### config.mk
export PLATFORM = sky130hd
export DESIGN_NAME = deco_anillo_rx
export DESIGN_NICKNAME = d
export VERILOG_FILES = /design/src/rtl/deco_anillo_rx.sv
export SDC_FILE = /design/constraint.sdc
export NUM_CORES = 1
export LEC_CHECK = 0
export ABC_AREA = 1
export CORE_MARGIN = 2
export CORE_UTILIZATION = 40
export DETAILED_ROUTE_END_ITERATION = 12
export PLACE_DENSITY = 0.63
export SYNTH_ARGS = -nofsm -noshare
export SYNTH_HDL_FRONTEND = slang
export SYNTH_SLANG_ARGS = --single-unit
### constraint.sdc
create_clock -name i_Clk -period 1.4 [get_ports i_Clk]
set_input_delay 0.14 -clock i_Clk [delete_from_list [all_inputs] [get_ports i_Clk]]
set_output_delay 0.14 -clock i_Clk [all_outputs]
set_load 0.005 [all_outputs]
### src/rtl/deco_anillo_rx.sv
`default_nettype none
// ============================================================================
// Module   : deco_anillo_rx
// Purpose  : Monitors a 4-digit multiplexed seven-segment scan bus (active-low
//            anodes and segments). It rebuilds the displayed digits as segment
//            patterns and hex values, checks the ring scan order (3,2,1,0) and
//            flags malformed anode patterns.
// Revision : 1.0 - initial release
// ============================================================================
module deco_anillo_rx #(
  parameter int STABLE_CYCLES = 1
) (
  input  logic        i_Clk,
  input  logic        i_Reset,
  input  logic [3:0]  i_Anodos,
  input  logic [6:0]  i_Segmentos,
  input  logic        i_ClrErr,
  output logic [27:0] o_Segs,
  output logic [15:0] o_Valor,
  output logic [3:0]  o_DigValid,
  output logic        o_Frame,
  output logic        o_ErrPatron,
  output logic        o_ErrOrden
);

  // Capture threshold, clipped to the counter width (legal range 1..15)
  localparam logic [3:0] C_STABLE_THR = 4'(STABLE_CYCLES);

  typedef enum logic {
    SYNC = 1'b0,
    RUN  = 1'b1
  } state_t;

  // Registered scan bus (the spec's r_An / r_Sg)
  logic [3:0]  an_q, an_d;
  logic [6:0]  sg_q, sg_d;
  // Dwell tracking
  logic [3:0]  cnt_q, cnt_d;
  logic        armed_q, armed_d;
  // Reconstructed display
  logic [27:0] segs_q, segs_d;
  logic [15:0] valor_q, valor_d;
  logic [3:0]  digvalid_q, digvalid_d;
  // Order checking
  state_t      state_q, state_d;
  logic [1:0]  exp_q, exp_d;
  logic        frame_q, frame_d;
  logic        errpat_q, errpat_d;
  logic        errord_q, errord_d;

  // Pattern classification and capture decision
  logic        w_change;
  logic        w_legal;
  logic        w_illegal;
  logic [1:0]  w_dig;
  logic        w_capture;
  logic [6:0]  w_seg_ah;
  logic [4:0]  w_glyph;

  // Seven-segment (gfedcba, active-high) to hex; bit 4 flags a legal glyph
  function automatic logic [4:0] decode_glyph(input logic [6:0] s);
    case (s)
      7'h3F:   return {1'b1, 4'h0};
      7'h06:   return {1'b1, 4'h1};
      7'h5B:   return {1'b1, 4'h2};
      7'h4F:   return {1'b1, 4'h3};
      7'h66:   return {1'b1, 4'h4};
      7'h6D:   return {1'b1, 4'h5};
      7'h7D:   return {1'b1, 4'h6};
      7'h07:   return {1'b1, 4'h7};
      7'h7F:   return {1'b1, 4'h8};
      7'h6F:   return {1'b1, 4'h9};
      7'h77:   return {1'b1, 4'hA};
      7'h7C:   return {1'b1, 4'hB};
      7'h39:   return {1'b1, 4'hC};
      7'h5E:   return {1'b1, 4'hD};
      7'h79:   return {1'b1, 4'hE};
      7'h71:   return {1'b1, 4'hF};
      default: return 5'h00;
    endcase
  endfunction

  // Classify the registered anodes and decide whether this cycle captures
  always_comb begin
    w_legal   = 1'b0;
    w_illegal = 1'b0;
    w_dig     = 2'd0;
    case (an_q)
      4'b0111: begin w_legal = 1'b1; w_dig = 2'd3; end
      4'b1011: begin w_legal = 1'b1; w_dig = 2'd2; end
      4'b1101: begin w_legal = 1'b1; w_dig = 2'd1; end
      4'b1110: begin w_legal = 1'b1; w_dig = 2'd0; end
      4'b1111: ;
      default: w_illegal = 1'b1;
    endcase
    // The change is detected against the incoming sample so that the counter
    // is already 1 on the edge that registers a new pattern.
    w_change  = ({i_Anodos, i_Segmentos} != {an_q, sg_q});
    w_capture = w_legal && armed_q && (cnt_q >= C_STABLE_THR);
    w_seg_ah  = ~sg_q;
    w_glyph   = decode_glyph(w_seg_ah);
  end

  // Next-state for input stage, dwell counter, display slots, order FSM, flags
  always_comb begin
    an_d       = i_Anodos;
    sg_d       = i_Segmentos;
    cnt_d      = cnt_q;
    armed_d    = armed_q;
    segs_d     = segs_q;
    valor_d    = valor_q;
    digvalid_d = digvalid_q;
    state_d    = state_q;
    exp_d      = exp_q;
    frame_d    = 1'b0;
    errpat_d   = i_ClrErr ? 1'b0 : errpat_q;
    errord_d   = i_ClrErr ? 1'b0 : errord_q;

    if (w_change) begin
      cnt_d = 4'd1;
    end else if (cnt_q != 4'd15) begin
      cnt_d = cnt_q + 4'd1;
    end

    // A change re-arms even when a capture fires on the same edge
    if (w_change) begin
      armed_d = 1'b1;
    end else if (w_capture) begin
      armed_d = 1'b0;
    end

    if (w_illegal) begin
      errpat_d = 1'b1;
    end

    if (w_capture) begin
      case (w_dig)
        2'd0: begin segs_d[6:0]   = w_seg_ah; valor_d[3:0]   = w_glyph[3:0]; end
        2'd1: begin segs_d[13:7]  = w_seg_ah; valor_d[7:4]   = w_glyph[3:0]; end
        2'd2: begin segs_d[20:14] = w_seg_ah; valor_d[11:8]  = w_glyph[3:0]; end
        default: begin segs_d[27:21] = w_seg_ah; valor_d[15:12] = w_glyph[3:0]; end
      endcase
      digvalid_d[w_dig] = w_glyph[4];

      case (state_q)
        SYNC: begin
          if (w_dig == 2'd3) begin
            state_d = RUN;
            exp_d   = 2'd2;
          end
        end
        default: begin
          if (w_dig == exp_q) begin
            if (w_dig == 2'd0) begin
              frame_d = 1'b1;
              exp_d   = 2'd3;
            end else begin
              exp_d = exp_q - 2'd1;
            end
          end else begin
            errord_d = 1'b1;
            // An out-of-order digit 3 is itself a valid frame start
            if (w_dig == 2'd3) begin
              state_d = RUN;
              exp_d   = 2'd2;
            end else begin
              state_d = SYNC;
              exp_d   = 2'd3;
            end
          end
        end
      endcase
    end
  end

  // State registers with synchronous reset
  always_ff @(posedge i_Clk) begin
    if (i_Reset) begin
      an_q       <= 4'b1111;
      sg_q       <= 7'h7F;
      cnt_q      <= 4'd0;
      armed_q    <= 1'b0;
      segs_q     <= '0;
      valor_q    <= '0;
      digvalid_q <= '0;
      state_q    <= SYNC;
      exp_q      <= 2'd3;
      frame_q    <= 1'b0;
      errpat_q   <= 1'b0;
      errord_q   <= 1'b0;
    end else begin
      an_q       <= an_d;
      sg_q       <= sg_d;
      cnt_q      <= cnt_d;
      armed_q    <= armed_d;
      segs_q     <= segs_d;
      valor_q    <= valor_d;
      digvalid_q <= digvalid_d;
      state_q    <= state_d;
      exp_q      <= exp_d;
      frame_q    <= frame_d;
      errpat_q   <= errpat_d;
      errord_q   <= errord_d;
    end
  end

  assign o_Segs      = segs_q;
  assign o_Valor     = valor_q;
  assign o_DigValid  = digvalid_q;
  assign o_Frame     = frame_q;
  assign o_ErrPatron = errpat_q;
  assign o_ErrOrden  = errord_q;

endmodule
`default_nettype wire

======== Word level (Yosys, flattened, before mapping) ========
Index checks and enable logic that the tools add are counted.
word-level totals
  register bits ........................... 70
  logic and storage cells ................. 99
  output and inout bits ................... 51
  bits of input ports ..................... 14
operators by class
  bitwise logic cells ..................... 5
  equality and inequality tests ........... 28
  $add $sub $neg .......................... 2
  mux-type cells .......................... 25
  $lt $le $gt $ge ......................... 3
  reduce and logical (&&, ||, !) cells .... 17
operator list
  cell                   number
  $eq A7 B7 Y1 const B   12
  $pmux W5 S16           1
  $mux W1                17
  $eq A4 B4 Y1 const B   4
  $eq A7 B3 Y1 const B   2
  $eq A7 B6 Y1 const B   2
  $ne A11 B11 Y1         1
  $reduce_and A2 Y1      5
  $mux W2                4
  $reduce_or A4 Y1       2
  $not A7 Y7             1
  $pmux W2 S3            1
  $reduce_bool A2 Y1     3
  $reduce_or A5 Y1       1
  $add A4 B1 Y4 const B  1
  $bwmux W4              1
  $eq A2 B2 Y1 const B   2
  $eq A4 B3 Y1 const B   1
  $ge A4 B1 Y1 const B   1
  $ne A4 B4 Y1 const B   1
  $not A1 Y1             4
  $logic_and A1 B1 Y1    3
  $lt A2 B3 Y1 const B   1
  $reduce_or A3 Y1       1
  other kinds (8)        8

======== Logic depth before layout (Yosys ltp) ========
Gate-level depths: netlist of the first run.
  depth after elaboration ................. 7
  mapped depth ............................ 11
  depth with buffers taken out ............ 11

======== Worst setup path after synthesis of the first run ========
OpenSTA, ideal clock, no wires.
  path kind ............................... reg2reg
  from .................................... reg cnt_q[0]
  to ...................................... reg valor_q[3] (netlist: o_Valor[3])
  slack ................................... -0.104 ns
  path buffers ............................ 1
  clock period less this slack ............ 1.504 ns
  data arrival time ....................... 1.386 ns
  setup time .............................. 0.118 ns
  stages on the path, launching flop included .. 10
  data required time ...................... 1.282 ns
  cell sequence ........................... dfxtp_1 -> inv_1 -> ha_1 -> nand3_1 -> nand2_1 -> inv_2 -> nand3_2 -> buf_4 -> nor3_1 -> nor2_1
between the ends
  longest elaborated chain between the ends .. 3
RTL lines
  element                             RTL line  source
  start, declared                     38        logic [3:0] cnt_q, cnt_d;
  start signal, assigned              194       cnt_q <= cnt_d;
  $ge A4 B1 Y1                        99        w_capture = w_legal && armed_q && (cnt_q >= C_STABLE_THR);
  $logic_and A1 B1 Y1                 99
  $reduce_and A2 Y1 (no source line)  n/a
  end signal, assigned                197       valor_q <= valor_d;
  end, declared                       42        logic [15:0] valor_q, valor_d;
Every way passes these cells.
A chain may end at the register's enable or synchronous reset.

======== Worst setup path after layout of the first run ========
  from .................................... reg an_q[0]
  to ...................................... reg valor_q[1] (netlist: o_Valor[1])
between the ends
  longest elaborated chain between the ends .. 6
  elaborated cells between the ends (all ways) .. 11
  classes of those cells .................. 4 x eq/ne; 2 x mux; 5 x reduce/logical
RTL lines
  element                                              RTL line  source
  start, declared                                      35        logic [3:0] an_q, an_d;
  start signal, assigned                               192       an_q <= an_d;
  $eq A4 B4 Y1 / $eq A4 B3 Y1 (equally long branches)  88        case (an_q)
  $reduce_or A4 Y1 (no source line)                    n/a
  $mux W1                                              88
  $logic_and A1 B1 Y1 (2 in a row)                     99
  $reduce_and A2 Y1 (no source line) (*)               n/a
Mark *: on every way between the ends. The rest lies on a longest branch, timed or not.

==> flow_summary.toml, run 1 <==
[outcome]
status = "complete, but fails checks"
violations = "negative setup slack"

[worst_setup_path]
crit_path_start_kind = "register"
r2r_end = "o_Valor[1]"
worstSetupEndpoint = "o_Valor[1]"
crit_arrival_ps = 1770
cp-end-kind = "register"
worstReg2RegStart = "an_q[0]"
critPathKind = "reg2reg"
required_ps = 1690
regToRegSetupSlack_ps = -80
cp_max_fo = 6
r2r_cells = 7
critPathLaunch = "an_q[0]"

[sta]
setup_viol = 34
clock_skew_ps = 11.19
worst_pin_slew_ps = 395.4
finalCritPeriodShare = 1.059
timing.fmax_mhz = 674.5
rsz0062_at_grt = "true"
relSlewSlack = 0.7364
layout_min_cycle_time_ps = 1483
hold_ws_ps = 212.4
hold_viol_final = 0
fin_ws_ps = -82.69
drv_slew = 0

[routing]
vias_per_cell = 4.837
routed_wl_um = 10200
dr.pass1.iters = 4
drcViolationCount = 0
wl_per_cell_um = 14.19
ant_nets = 0
first_iter_violations = 113
vias = 3478

[yosys]
synthFlopType = "dfxtp_1"
yosysSeqAreaShare = 0.4116
syn_area_per_cell_sq_um = 7.093
syn_inst = 480
synth.area.top_cells = "dfxtp_1 41%, nand2_1 15%, nor2_1 6.1%, inv_1 6.0%, a21oi_1 4.1%"
synth_top_area_frac = 0.4116
synth_warnings = 0
synth_cell_types = 32
synth-seq-cells = 70
synth_edf_count = 0
synth_nets = 497
async_flop_share = 0
syn_area_sq_mm = 0.003405
synth.largest_area_cell = "dfxtp_1"

[floorplan]
dieWidth_um = 96.26
die_y_um = 96.26
rows = 33
die_area_sq_mm = 0.009265
core_sq_mm = 0.008217
io_pins = 65
initial_utilization = 0.4143

[placed_design]
dp_hpwl_um = 6520
port_buffers = 64
gp_congestion = 0.8774

[clock_network]
clk_pin_slew_worst_paths_ps = 80
clockBufferDepth = 2
clock-sinks = 70
numCtsBuffers = 9
cts-root-buf = "clkbuf_8"
cts_tree = "yes"
clkLatencyLatePin_ps = 350
hold_buffers = 0
h-tree-depth = 3

[cells_and_area]
layout.cells.most_common = "nand2_1"
final_core_util = 0.6604
fin_nets = 626
area_growth_syn_to_layout_pct = 59.39
n_antenna_cell = 0
layout_common_cells = "110 x nand2_1, 62 x clkdlybuf4s50_1, 51 x buf_4, 48 x dfxtp_1, 43 x inv_1"
drive_gt1_frac = 0.4153

[min_path]
hp-class = "in2reg"
min_path_cells = 2

[pwr]
total_power_w = 0.004411
power_density_mw_per_mm2 = 812.9
irDropWorstVdd_mv = 0.4151
p_leak_nw = 2.339

[global_routing]
grt_pass1_wl_um = 15120
grt_max_degree = 25
track_usage = 0.2124
grt_overflow = 0
antenna_found_initial = 0
first_global_vias = 3321

[job]
cap_violations = 0
==> sequential cells by signal, indices dropped and copies added (netlist names) <==
name	flops
o_Segs	28
o_Valor	16
sg_q	7
an_q	4
cnt_q	4
o_DigValid	4
exp_q	2
armed_q	1
o_ErrOrden	1
o_ErrPatron	1
o_Frame	1
state_q	1
==> final cells by class <==
class / instances / area, sq um
well taps: 105 / 131.4
fillers: 689 / 2790
clock buffers: 10 / 137.6
flip-flops and latches: 70 / 1456
clock inverters: 6 / 67.56
inverters: 62 / 272.8
multi-input cells: 333 / 2082
repair buffers: 133 / 1279
==> logic make-up (layout without fill, tap and decap cells) <==
kind of cell             count (synthesis)  after routing  synth area share
XOR/XNOR                                 9              9           0.02315
flip-flops                              70             70            0.4116
buffers and inverters                   78            211           0.09739
AO/OA/AOI/OAI                           52             52           0.09188
adder cells (fa/ha/maj)                  3              3           0.01103
AND/OR/NAND/NOR                        268            269            0.3649
==> critical path: stages (launching register included) <==
cell	delay (ps)
dfxtp_4	370
buf_6	120
nand4_1	180
nand3_4	120
nor3_4	260
buf_4	190
o21ai_1	70
nor2_1	110
==> Yosys cell counts, types with 2 or more instances <==
master    instances
nor2_4            4
dfxtp_1          70
o21ai_0           8
nand4_1           6
nand2_1         135
xnor2_1           5
buf_4             2
nand3_4           3
inv_2             5
a21oi_1          28
nand3_1          26
nor2_1           55
buf_6             3
a21oi_2          14
clkbuf_1          7
nor2_2            4
xor2_1            4
clkinv_2          3
ha_1              3
nand2_2          18
buf_2             4
o21ai_1           2
nor3_1            2
nand3b_1          2
or2_2             7
inv_1            54
==> what timing repair did <==
action                     4_1_cts  5_1_grt
setup endpoints to repair       59       67
pin swaps                       20       41
buffers inserted                 3        8
gates resized for setup         45      134
gates cloned                     1        3
==> power breakdown <==
part | switching, W | internal [W]
sequential | 0.0000555 | 0.00202
clock | 0.000830 | 0.000881
combinational | 0.000329 | 0.000293
total | 0.00121 | 0.00320
==> how the worst min path moves through the flow <==
| stage | from | end | slack [ps] |
|---|---|---|---|
| 2_1_floorplan | i_Segmentos[0] | sg_q[0] | 240 |
| 5_1_grt | i_Reset | o_ErrPatron | 230 |
| 3_3_place_gp | o_Segs[1] | o_Segs[1] | 450 |
| 3_5_place_dp | o_Segs[13] | o_Segs[13] | 460 |
| 4_1_cts | i_Reset | o_ErrPatron | 190 |
| 6_report | i_Reset | o_ErrPatron | 210 |
==> stage by stage <==
step / setup TNS, ps / instances / area (sq um) / setup slack [ps]
4_1_cts: -234.1 / 708 / 4890 / -37.72
6_report: -1210 / 719 / 5426 / -82.69
2_1_floorplan: 0 / 480 / 3415 / 12.78
3_5_place_dp: -3562 / 688 / 4508 / -134.6
5_1_grt: -5049 / 719 / 5426 / -155.1
3_3_place_gp: -1889 / 688 / 4508 / -123.9
==> routing by layer <==
layer | share of wire | vias up | track usage
li1 | - | 1754 | -
met1 | 0.44 | 1626 | 0.2623
met2 | 0.49 | 78 | 0.3669
met3 | 0.042 | 20 | 0.03994
met4 | 0.020 | 0 | 0.07619
met5 | 0 | - | 0
Note: power is estimated with default switching activity, not from simulation.
==> run 2, diff against run 1 <==
--- a/config.mk
+++ b/config.mk
@@ -7,9 +7,9 @@
 export LEC_CHECK = 0
 export ABC_AREA = 1
 export CORE_MARGIN = 2
-export CORE_UTILIZATION = 40
+export CORE_UTILIZATION = 25
 export DETAILED_ROUTE_END_ITERATION = 12
-export PLACE_DENSITY = 0.63
+export PLACE_DENSITY = 0.42
 export SYNTH_ARGS = -nofsm -noshare
 export SYNTH_HDL_FRONTEND = slang
 export SYNTH_SLANG_ARGS = --single-unit
==> run 2 against run 1 <==
The run still ends with negative setup slack left. Register-to-register slack improved by 50 ps. Non-clock buffer count shrank 9. Maximum frequency increased by 3.6%. Worst hold slack gained 30 ps. Wire length is 0.40% higher. Flip-flop and latch count did not move. Cell count increased by 8.5%. Combinational power shrank 9.3%. Die area grew 57%. Sequential power barely moved. Critical path type unchanged. Critical endpoint is now o_Valor[5]. Highest routed layer unchanged.
==> flow_summary.toml, run 2 (synthesized netlist as in run 1, its figures left out) <==
[sta]
timing.fmax_mhz = 698.7
worst_pin_slew_ps = 292.3
clock_skew_ps = 5.460
setup_viol = 22
hold_viol_final = 0
layout_min_cycle_time_ps = 1431
drv_slew = 0
tns_ps = -313.2
fin_ws_ps = -31.29
rsz0062_at_grt = "true"
finalCritPeriodShare = 1.022
relSlewSlack = 0.8051

[placed_design]
dp_hpwl_um = 7348
dpl_cell_area_sq_mm = 0.004609
port_buffers = 64
gp_congestion = 0.8270

[clock_network]
numCtsBuffers = 9
clk_pin_slew_worst_paths_ps = 60
hold_buffers = 0
clockBufferDepth = 2
clock-sinks = 70
cts_tree = "yes"
clkLatencyLatePin_ps = 330
cts-root-buf = "clkbuf_16"
h-tree-depth = 3

[global_routing]
grt_max_degree = 31
first_global_vias = 3250
track_usage = 0.1471
grt_pass1_wl_um = 16560
grt_overflow = 0
antenna_found_initial = 0

[routing]
dr.pass1.iters = 4
drcViolationCount = 0
ant_nets = 0
wl_per_cell_um = 13.13
vias = 3289
first_iter_violations = 125
vias_per_cell = 4.217
routed_wl_um = 10240

[cells_and_area]
area_growth_syn_to_layout_pct = 59.21
largest_register_ffs = 28
layout_common_cells = "117 x nand2_1, 58 x clkdlybuf4s50_1, 49 x buf_4, 46 x dfxtp_1, 45 x inv_1"
layout.cells.most_common = "nand2_1"
n_antenna_cell = 0
drive_gt1_frac = 0.3808
fin_nets = 616
final_cell_area_sq_mm = 0.005420

[outcome]
status = "complete, but fails checks"
violations = "negative setup slack"

[floorplan]
core_sq_mm = 0.01330
dieWidth_um = 120.7
io_pins = 65
initial_utilization = 0.2561
rows = 42
die_area_sq_mm = 0.01457
die_y_um = 120.7

[worst_setup_path]
required_ps = 1670
crit_path_start_kind = "register"
critPathKind = "reg2reg"
cp_max_fo = 13
cp-end-kind = "register"
crit_arrival_ps = 1710

[pwr]
power_density_mw_per_mm2 = 904.7
p_leak_nw = 2.366
irDropWorstVdd_mv = 0.6688

[min_path]
hp-class = "in2reg"

[job]
cap_violations = 0
[run 2: path summary, 6_finish.rpt]
check                           startpoint          to  slack, ps  cells after the start
worst max-delay path               an_q[0]  o_Valor[5]        -30                     10
worst min-delay path               i_Reset  o_Segs[25]        240                      3
worst max register to register     an_q[0]  o_Valor[5]        -30                     10
worst min register to register  o_Segs[16]  o_Segs[16]        460                      2
[run 2: power by group]
| group | internal (W) | switching (W) | total (W) |
|---|---|---|---|
| clock network | 0.00138 | 0.000880 | 0.00226 |
| logic | 0.000266 | 0.000299 | 0.000565 |
| registers | 0.00203 | 0.0000496 | 0.00208 |
| total | 0.00368 | 0.00123 | 0.00490 |
[run 2: area by class of cell]
type                       count  area (sq um)
clock buffer                  11         232.7
clock inverter                 5         60.06
sequential                    70          1456
inverter                      62         260.3
timing repair buffer         124          1175
fill                        1415          7875
multi-input combinational    332          2016
tap                          176         220.2
[run 2: repair_timing]
item / in CTS / in global routing
gates resized for setup: 76 / 82
setup endpoints to repair: 54 / 65
cloned: 1 / 0
buffers inserted: 6 / 0
pin swaps: 24 / 12
[run 2: layer usage]
layer	share of wire	global-route usage
met5	0	0
met4	0.0078	0.03706
met3	0.050	0.04953
met2	0.46	0.2313
met1	0.48	0.1934
[run 2: through the flow]
step	hold WS, ps	util	instances	total power, W	setup WS, ps
2_1_floorplan	236.6	-	480	0.002364	12.78
3_3_place_gp	460.1	0.3467	759	0.002608	-119.7
3_5_place_dp	458.4	0.3467	759	0.002612	-167.1
4_1_cts	230.3	0.3926	782	0.004960	-38.75
5_1_grt	250.5	0.4077	780	0.005134	-156.1
6_report	242.7	0.4077	780	0.004904	-31.29
[run 2: worst max-delay path, stage by stage, from the launching register on]
cell	delay, ps
dfxtp_4	390
nand2_4	60
buf_6	120
nor2_4	140
nor2_4	50
nand2_4	110
nand3_4	120
buf_12	170
nand2_1	60
nand2_1	50
nor2_1	100
